`config.mk`:
```
export PLATFORM = sky130hd
export DESIGN_NAME = ram_access_ctrl
export DESIGN_NICKNAME = d
export VERILOG_FILES = /design/src/rtl/ram_access_ctrl.sv
export SDC_FILE = /design/constraint.sdc
export NUM_CORES = 1
export LEC_CHECK = 0
export ABC_CLOCK_PERIOD_IN_PS = 6390
export CORE_MARGIN = 2
export CORE_UTILIZATION = 53
export DETAILED_ROUTE_END_ITERATION = 6
export PLACE_DENSITY_LB_ADDON = 0.25
export SKIP_LAST_GASP = 1
export SYNTH_ARGS = -nofsm -noshare
export SYNTH_HDL_FRONTEND = slang
export SYNTH_SLANG_ARGS = --single-unit
```
`constraint.sdc`:
```
create_clock -name clk -period 6.39 [get_ports clk]
set_input_delay 1.278 -clock clk [delete_from_list [all_inputs] [get_ports clk]]
set_output_delay 1.278 -clock clk [all_outputs]
set_load 0.02 [all_outputs]
```
`src/rtl/ram_access_ctrl.sv`:
```
// Initiator for a simple dual-port RAM with 1-cycle registered read: single-beat writes,
// incrementing read bursts, and an in-order credited response FIFO with full backpressure.
module ram_access_ctrl #(
    parameter int DATA_WID    = 16,
    parameter int ADDRESS_WID = 4,
    parameter int ADDRESS_MAX = 16,
    parameter int LEN_WID     = 4
) (
    input  logic                   clk,
    input  logic                   rst_n,
    input  logic                   req_valid,
    output logic                   req_ready,
    input  logic                   req_write,
    input  logic [ADDRESS_WID-1:0] req_addr,
    input  logic [LEN_WID-1:0]     req_len,
    input  logic [DATA_WID-1:0]    req_wdata,
    output logic                   rsp_valid,
    input  logic                   rsp_ready,
    output logic [DATA_WID-1:0]    rsp_rdata,
    output logic [ADDRESS_WID-1:0] ram_address_write,
    output logic [DATA_WID-1:0]    ram_data_write,
    output logic                   ram_write_enable,
    output logic [ADDRESS_WID-1:0] ram_address_read,
    input  logic [DATA_WID-1:0]    ram_data_read,
    output logic                   err_addr
);

    localparam logic [0:0] IDLE     = 1'b0;
    localparam logic [0:0] RD_ISSUE = 1'b1;
    localparam int         FIFO_DEPTH = 4;

    logic [0:0]             state_q, state_d;
    logic                   req_ready_q, req_ready_d;
    logic [ADDRESS_WID-1:0] addr_q, addr_d;
    logic [LEN_WID-1:0]     remain_q, remain_d;
    logic                   pend_q, pend_d;
    logic                   wr_en_q, wr_en_d;
    logic [ADDRESS_WID-1:0] wr_addr_q, wr_addr_d;
    logic [DATA_WID-1:0]    wr_data_q, wr_data_d;
    logic                   err_q, err_d;
    logic [DATA_WID-1:0]    fifo_q [FIFO_DEPTH];
    logic [DATA_WID-1:0]    fifo_d [FIFO_DEPTH];
    logic [1:0]             wr_ptr_q, wr_ptr_d;
    logic [1:0]             rd_ptr_q, rd_ptr_d;
    logic [2:0]             count_q, count_d;

    logic accept;
    logic addr_bad;
    logic credit_ok;
    logic issue;
    logic push;
    logic pop;

    assign accept    = req_valid && req_ready_q;
    assign addr_bad  = 32'(req_addr) >= 32'(ADDRESS_MAX);
    // pend_q is the single beat the RAM has sampled but whose data is not yet in the FIFO.
    assign credit_ok = (32'(count_q) + 32'(pend_q)) < 32'(FIFO_DEPTH);
    assign issue     = (state_q == RD_ISSUE) && credit_ok;
    assign push      = pend_q;
    assign pop       = (count_q != 3'd0) && rsp_ready;

    always_comb begin
        state_d   = state_q;
        addr_d    = addr_q;
        remain_d  = remain_q;
        wr_en_d   = 1'b0;
        wr_addr_d = wr_addr_q;
        wr_data_d = wr_data_q;
        err_d     = 1'b0;
        pend_d    = issue;
        case (state_q)
            IDLE: begin
                if (accept) begin
                    if (addr_bad) begin
                        err_d = 1'b1;
                    end else if (req_write) begin
                        wr_en_d   = 1'b1;
                        wr_addr_d = req_addr;
                        wr_data_d = req_wdata;
                    end else begin
                        state_d  = RD_ISSUE;
                        addr_d   = req_addr;
                        remain_d = req_len;
                    end
                end
            end
            RD_ISSUE: begin
                if (issue) begin
                    addr_d   = (addr_q == ADDRESS_WID'(ADDRESS_MAX - 1)) ? '0
                                                                         : addr_q + ADDRESS_WID'(1);
                    remain_d = remain_q - LEN_WID'(1);
                    if (remain_q == '0) begin
                        state_d = IDLE;
                    end
                end
            end
            default: state_d = IDLE;
        endcase
        req_ready_d = (state_d == IDLE);
    end

    always_comb begin
        for (int i = 0; i < FIFO_DEPTH; i++) begin
            fifo_d[i] = fifo_q[i];
        end
        wr_ptr_d = wr_ptr_q;
        rd_ptr_d = rd_ptr_q;
        count_d  = count_q;
        if (push) begin
            fifo_d[wr_ptr_q] = ram_data_read;
            wr_ptr_d         = wr_ptr_q + 2'd1;
        end
        if (pop) begin
            rd_ptr_d = rd_ptr_q + 2'd1;
        end
        if (push && !pop) begin
            count_d = count_q + 3'd1;
        end else if (!push && pop) begin
            count_d = count_q - 3'd1;
        end
    end

    always_ff @(posedge clk or negedge rst_n) begin
        if (!rst_n) begin
            state_q     <= IDLE;
            req_ready_q <= 1'b0;
            addr_q      <= '0;
            remain_q    <= '0;
            pend_q      <= 1'b0;
            wr_en_q     <= 1'b0;
            wr_addr_q   <= '0;
            wr_data_q   <= '0;
            err_q       <= 1'b0;
            wr_ptr_q    <= '0;
            rd_ptr_q    <= '0;
            count_q     <= '0;
        end else begin
            state_q     <= state_d;
            req_ready_q <= req_ready_d;
            addr_q      <= addr_d;
            remain_q    <= remain_d;
            pend_q      <= pend_d;
            wr_en_q     <= wr_en_d;
            wr_addr_q   <= wr_addr_d;
            wr_data_q   <= wr_data_d;
            err_q       <= err_d;
            wr_ptr_q    <= wr_ptr_d;
            rd_ptr_q    <= rd_ptr_d;
            count_q     <= count_d;
        end
    end

    for (genvar gi = 0; gi < FIFO_DEPTH; gi++) begin : g_fifo
        always_ff @(posedge clk or negedge rst_n) begin
            if (!rst_n) begin
                fifo_q[gi] <= '0;
            end else begin
                fifo_q[gi] <= fifo_d[gi];
            end
        end
    end

    assign req_ready         = req_ready_q;
    assign rsp_valid         = (count_q != 3'd0);
    assign rsp_rdata         = rsp_valid ? fifo_q[rd_ptr_q] : '0;
    assign ram_address_write = wr_addr_q;
    assign ram_data_write    = wr_data_q;
    assign ram_write_enable  = wr_en_q;
    // The RAM samples this at the end of each issue cycle.
    assign ram_address_read  = addr_q;
    assign err_addr          = err_q;

endmodule
```
==> flow_metrics.env <==
export IMPL_hold_viol_final=0
export IMPL_ys_ff_latch=103
export IMPL_ys_top_cells_by_area="dfrtp_1 (55%), mux2_2 (20%), mux4_2 (7.7%)"
export IMPL_ir_worst_vdd_mv=0.248
export IMPL_drc=0
export IMPL_overflow=0
export IMPL_finalCriticalPeriod_ps=4070
export IMPL_regArea_um2=2580
export IMPL_die_y_um=98.1
export IMPL_ys_async_sr_fraction=1.00
export IMPL_ys_seq_area_frac=0.549
export IMPL_max_freq_mhz=246
export IMPL_grt_pass1_vias=3135
export IMPL_switching_share=0.333
export IMPL_busiest_layer="met2"
export IMPL_r2r_slack_ps=3900
export IMPL_switchingPower_mw=1.13
export IMPL_grtUsageMet3=0.0523
export IMPL_antenna_left=0
export IMPL_clock_sinks=103
export IMPL_avgViaCountPerCell=5.59
export IMPL_worstMarginPinSlew_ps=1120
export IMPL_yosys_top_cells_count="dfrtp_1 (103), mux2_2 (85), and2_1 (16), mux4_2 (16), buf_2 (10)"
export IMPL_grt_pass1_wl_um=15200
export IMPL_outcome="finished, final reports clean"
export IMPL_vias=2875
export IMPL_synthesis_area_um2=4700
export IMPL_pwr_share_seq=0.364
export IMPL_hold_start="fifo_q[28]"
export IMPL_synth_most_common_cell="dfrtp_1"
export IMPL_rows=34
export IMPL_cts_buffers=9
export IMPL_cp_required_ps=5110
export IMPL_cts_resized=0
export IMPL_timing_hold_ws_ps=508
export IMPL_clock_power_share=0.167
export IMPL_io_pins=89
export IMPL_grt_use_met2=0.331
export IMPL_synth_top_area_frac=0.549
export IMPL_synth_top_area_cell="dfrtp_1"
export IMPL_cap_violations=0
export IMPL_powerDensity_nw_per_um2=575
export IMPL_cts_tree="done"
export IMPL_setup_worst_path_end_class="primary output"
export IMPL_clk_pin_slew_worst_paths_ps=90
export IMPL_worstPathArrival_ps=2790
export IMPL_drive_above_1_share=0.315
export IMPL_cts_root_buffer="clkbuf_8"
export IMPL_h_tree_depth=3
export IMPL_firstDrtPassIters=4
export IMPL_synth_flop_cell="dfrtp_1"
export IMPL_min_to="fifo_q[28]"
export IMPL_critPathMaxFanout=18
export IMPL_fin_crit_sh=0.636
export IMPL_grt_usage=0.198
export IMPL_grt_max_degree=72
export IMPL_r2r_end="count_q[2]"
export IMPL_dp_hpwl_um=5860
export IMPL_yosys_warnings=0
export IMPL_fin_skew_ps=8.23
export IMPL_tns_ps=0
export IMPL_hold_depth=1
export IMPL_p_int_mw=2.26
export IMPL_startpoint_type="flop"
export IMPL_start_util=0.544
export IMPL_gp_congestion=0.788
export IMPL_p_total_mw=3.40
export IMPL_setup_viol=0
export IMPL_crit_type="reg -> out"
export IMPL_slew_headroom=0.253
export IMPL_avgSynthCellArea_um2=14.8
export IMPL_antenna_cells=0
export IMPL_slew_viol_final=0
export IMPL_leakage_nw=2.50
export IMPL_fin_nets=455
export IMPL_syn_nets=372
export IMPL_reg2reg_from="count_q[1]"
export IMPL_multi_input_area_um2=1990
export IMPL_fillers=623
export IMPL_drtIter0Drc=61
export IMPL_rsz0062_at_grt="no"
export IMPL_port_buffer_count=87
export IMPL_power_frac_comb=0.470
export IMPL_hold_path_class="reg -> reg"
export IMPL_clock_latency_ps=360
export IMPL_yosysUniqueCellTypes=42
export IMPL_postCtsSetupBuffers=0
export IMPL_synth_edff_count=0
export IMPL_die_w_um=98.1
export IMPL_wl_um=8930
export IMPL_areaGrowthSynthToFinish_pct=25.7
export IMPL_r2r_cells=8
export IMPL_dieArea_um2=9630
export IMPL_routedWlPerCell_um=17.4
export IMPL_core_area_um2=8640
export IMPL_syn_inst=318
export IMPL_postCtsHoldBufs=0
export IMPL_cts_path_max_buffers=2
export IMPL_antenna_found_initial=0
export IMPL_grtUsageMet1=0.255
## through the flow
stage	std cells	setup WS, ps	util	instance area (um2)
4_1_cts	514	2250	0.683	5900
2_1_floorplan	318	3700	-	4700
3_5_place_dp	498	2650	0.649	5610
5_1_grt	514	2130	0.683	5900
6_report	514	2320	0.683	5900
3_3_place_gp	498	2690	0.649	5610
## power by group through the flow
stage	Combinational, mW	Clock (mW)	Sequential, mW
after floorplan	1.05	0	1.23
after global placement	1.57	0	1.23
final	1.59	0.566	1.24
after CTS	1.61	0.577	1.24
after global routing	1.72	0.603	1.29
after detailed placement	1.61	0	1.25
## final cells by class
type | count | share of cell area
flip-flops and latches | 103 | 0.437
multi-input cells | 191 | 0.337
repair buffers | 88 | 0.148
clock inverters | 6 | 0.0263
clock buffers | 10 | 0.0233
well taps | 108 | 0.0229
inverters | 8 | 0.00509
## worst max-delay path, cell delays in order (launching register included)
cell             delay [ps]
dfrtp_1                1080
mux4_2                  620
and2_1                  180
clkdlybuf4s50_1         540
## routing by layer
layer / vias up / wire [um] / share of wire
met2: 84 / 4590 / 0.51
met4: 0 / 123 / 0.014
met1: 1462 / 3700 / 0.41
li1: 1314 / - / -
met3: 15 / 524 / 0.059
met5: - / 0 / 0
## worst max path at each step
stage / end / slack [ps] / depth (start not counted) / startpoint
6_report: rsp_rdata[0] / 2320 / 3 / rd_ptr_q[0]
5_1_grt: rsp_rdata[0] / 2130 / 3 / rd_ptr_q[0]
4_1_cts: rsp_rdata[0] / 2250 / 3 / rd_ptr_q[0]
3_5_place_dp: rsp_rdata[0] / 2650 / 3 / rd_ptr_q[0]
3_3_place_gp: rsp_rdata[11] / 2690 / 3 / rd_ptr_q[0]
2_1_floorplan: rsp_rdata[10] / 3700 / 4 / count_q[1]
## flip-flops by register name, indices dropped and copies added, names as in the netlist
| signal | flops |
|---|---|
| req_ready | 1 |
| state_q | 1 |
| ram_address_write | 4 |
| ram_data_write | 16 |
| remain_q | 4 |
| rd_ptr_q | 2 |
| pend_q | 1 |
| count_q | 3 |
| ram_address_read | 4 |
| ram_write_enable | 1 |
| wr_ptr_q | 2 |
| fifo_q | 64 |
## cells by family after synthesis
kind of cell | synth area share
XOR/XNOR | 0.0131
AO/OA/AOI/OAI | 0.0314
AND/OR/NAND/NOR | 0.0722
flip-flops | 0.549
adder cells (fa/ha/maj) | 0.0256
other | 0.000799
buffers and inverters | 0.0274
multiplexers | 0.281
## placed cells by master (no fill, tap or decap), types with 2 or more instances in the layout
cell type,n
dfrtp_1,103
clkdlybuf4s50_1,86
mux2_2,85
mux4_2,16
and2_1,16
clkbuf_8,10
nand2_1,9
nor2_1,8
ha_1,8
inv_1,7
nand3_1,5
bufinv_16,5
xnor2_1,4
o32ai_1,3
xor2_1,3
or3_1,2
nand2_2,2
o21a_1,2
o21ai_0,2
a21oi_1,2
nand4b_1,2
a31oi_1,2
and4_1,2
nor3_2,2
buf_4,2
Power figures use the tool's default switching activity.
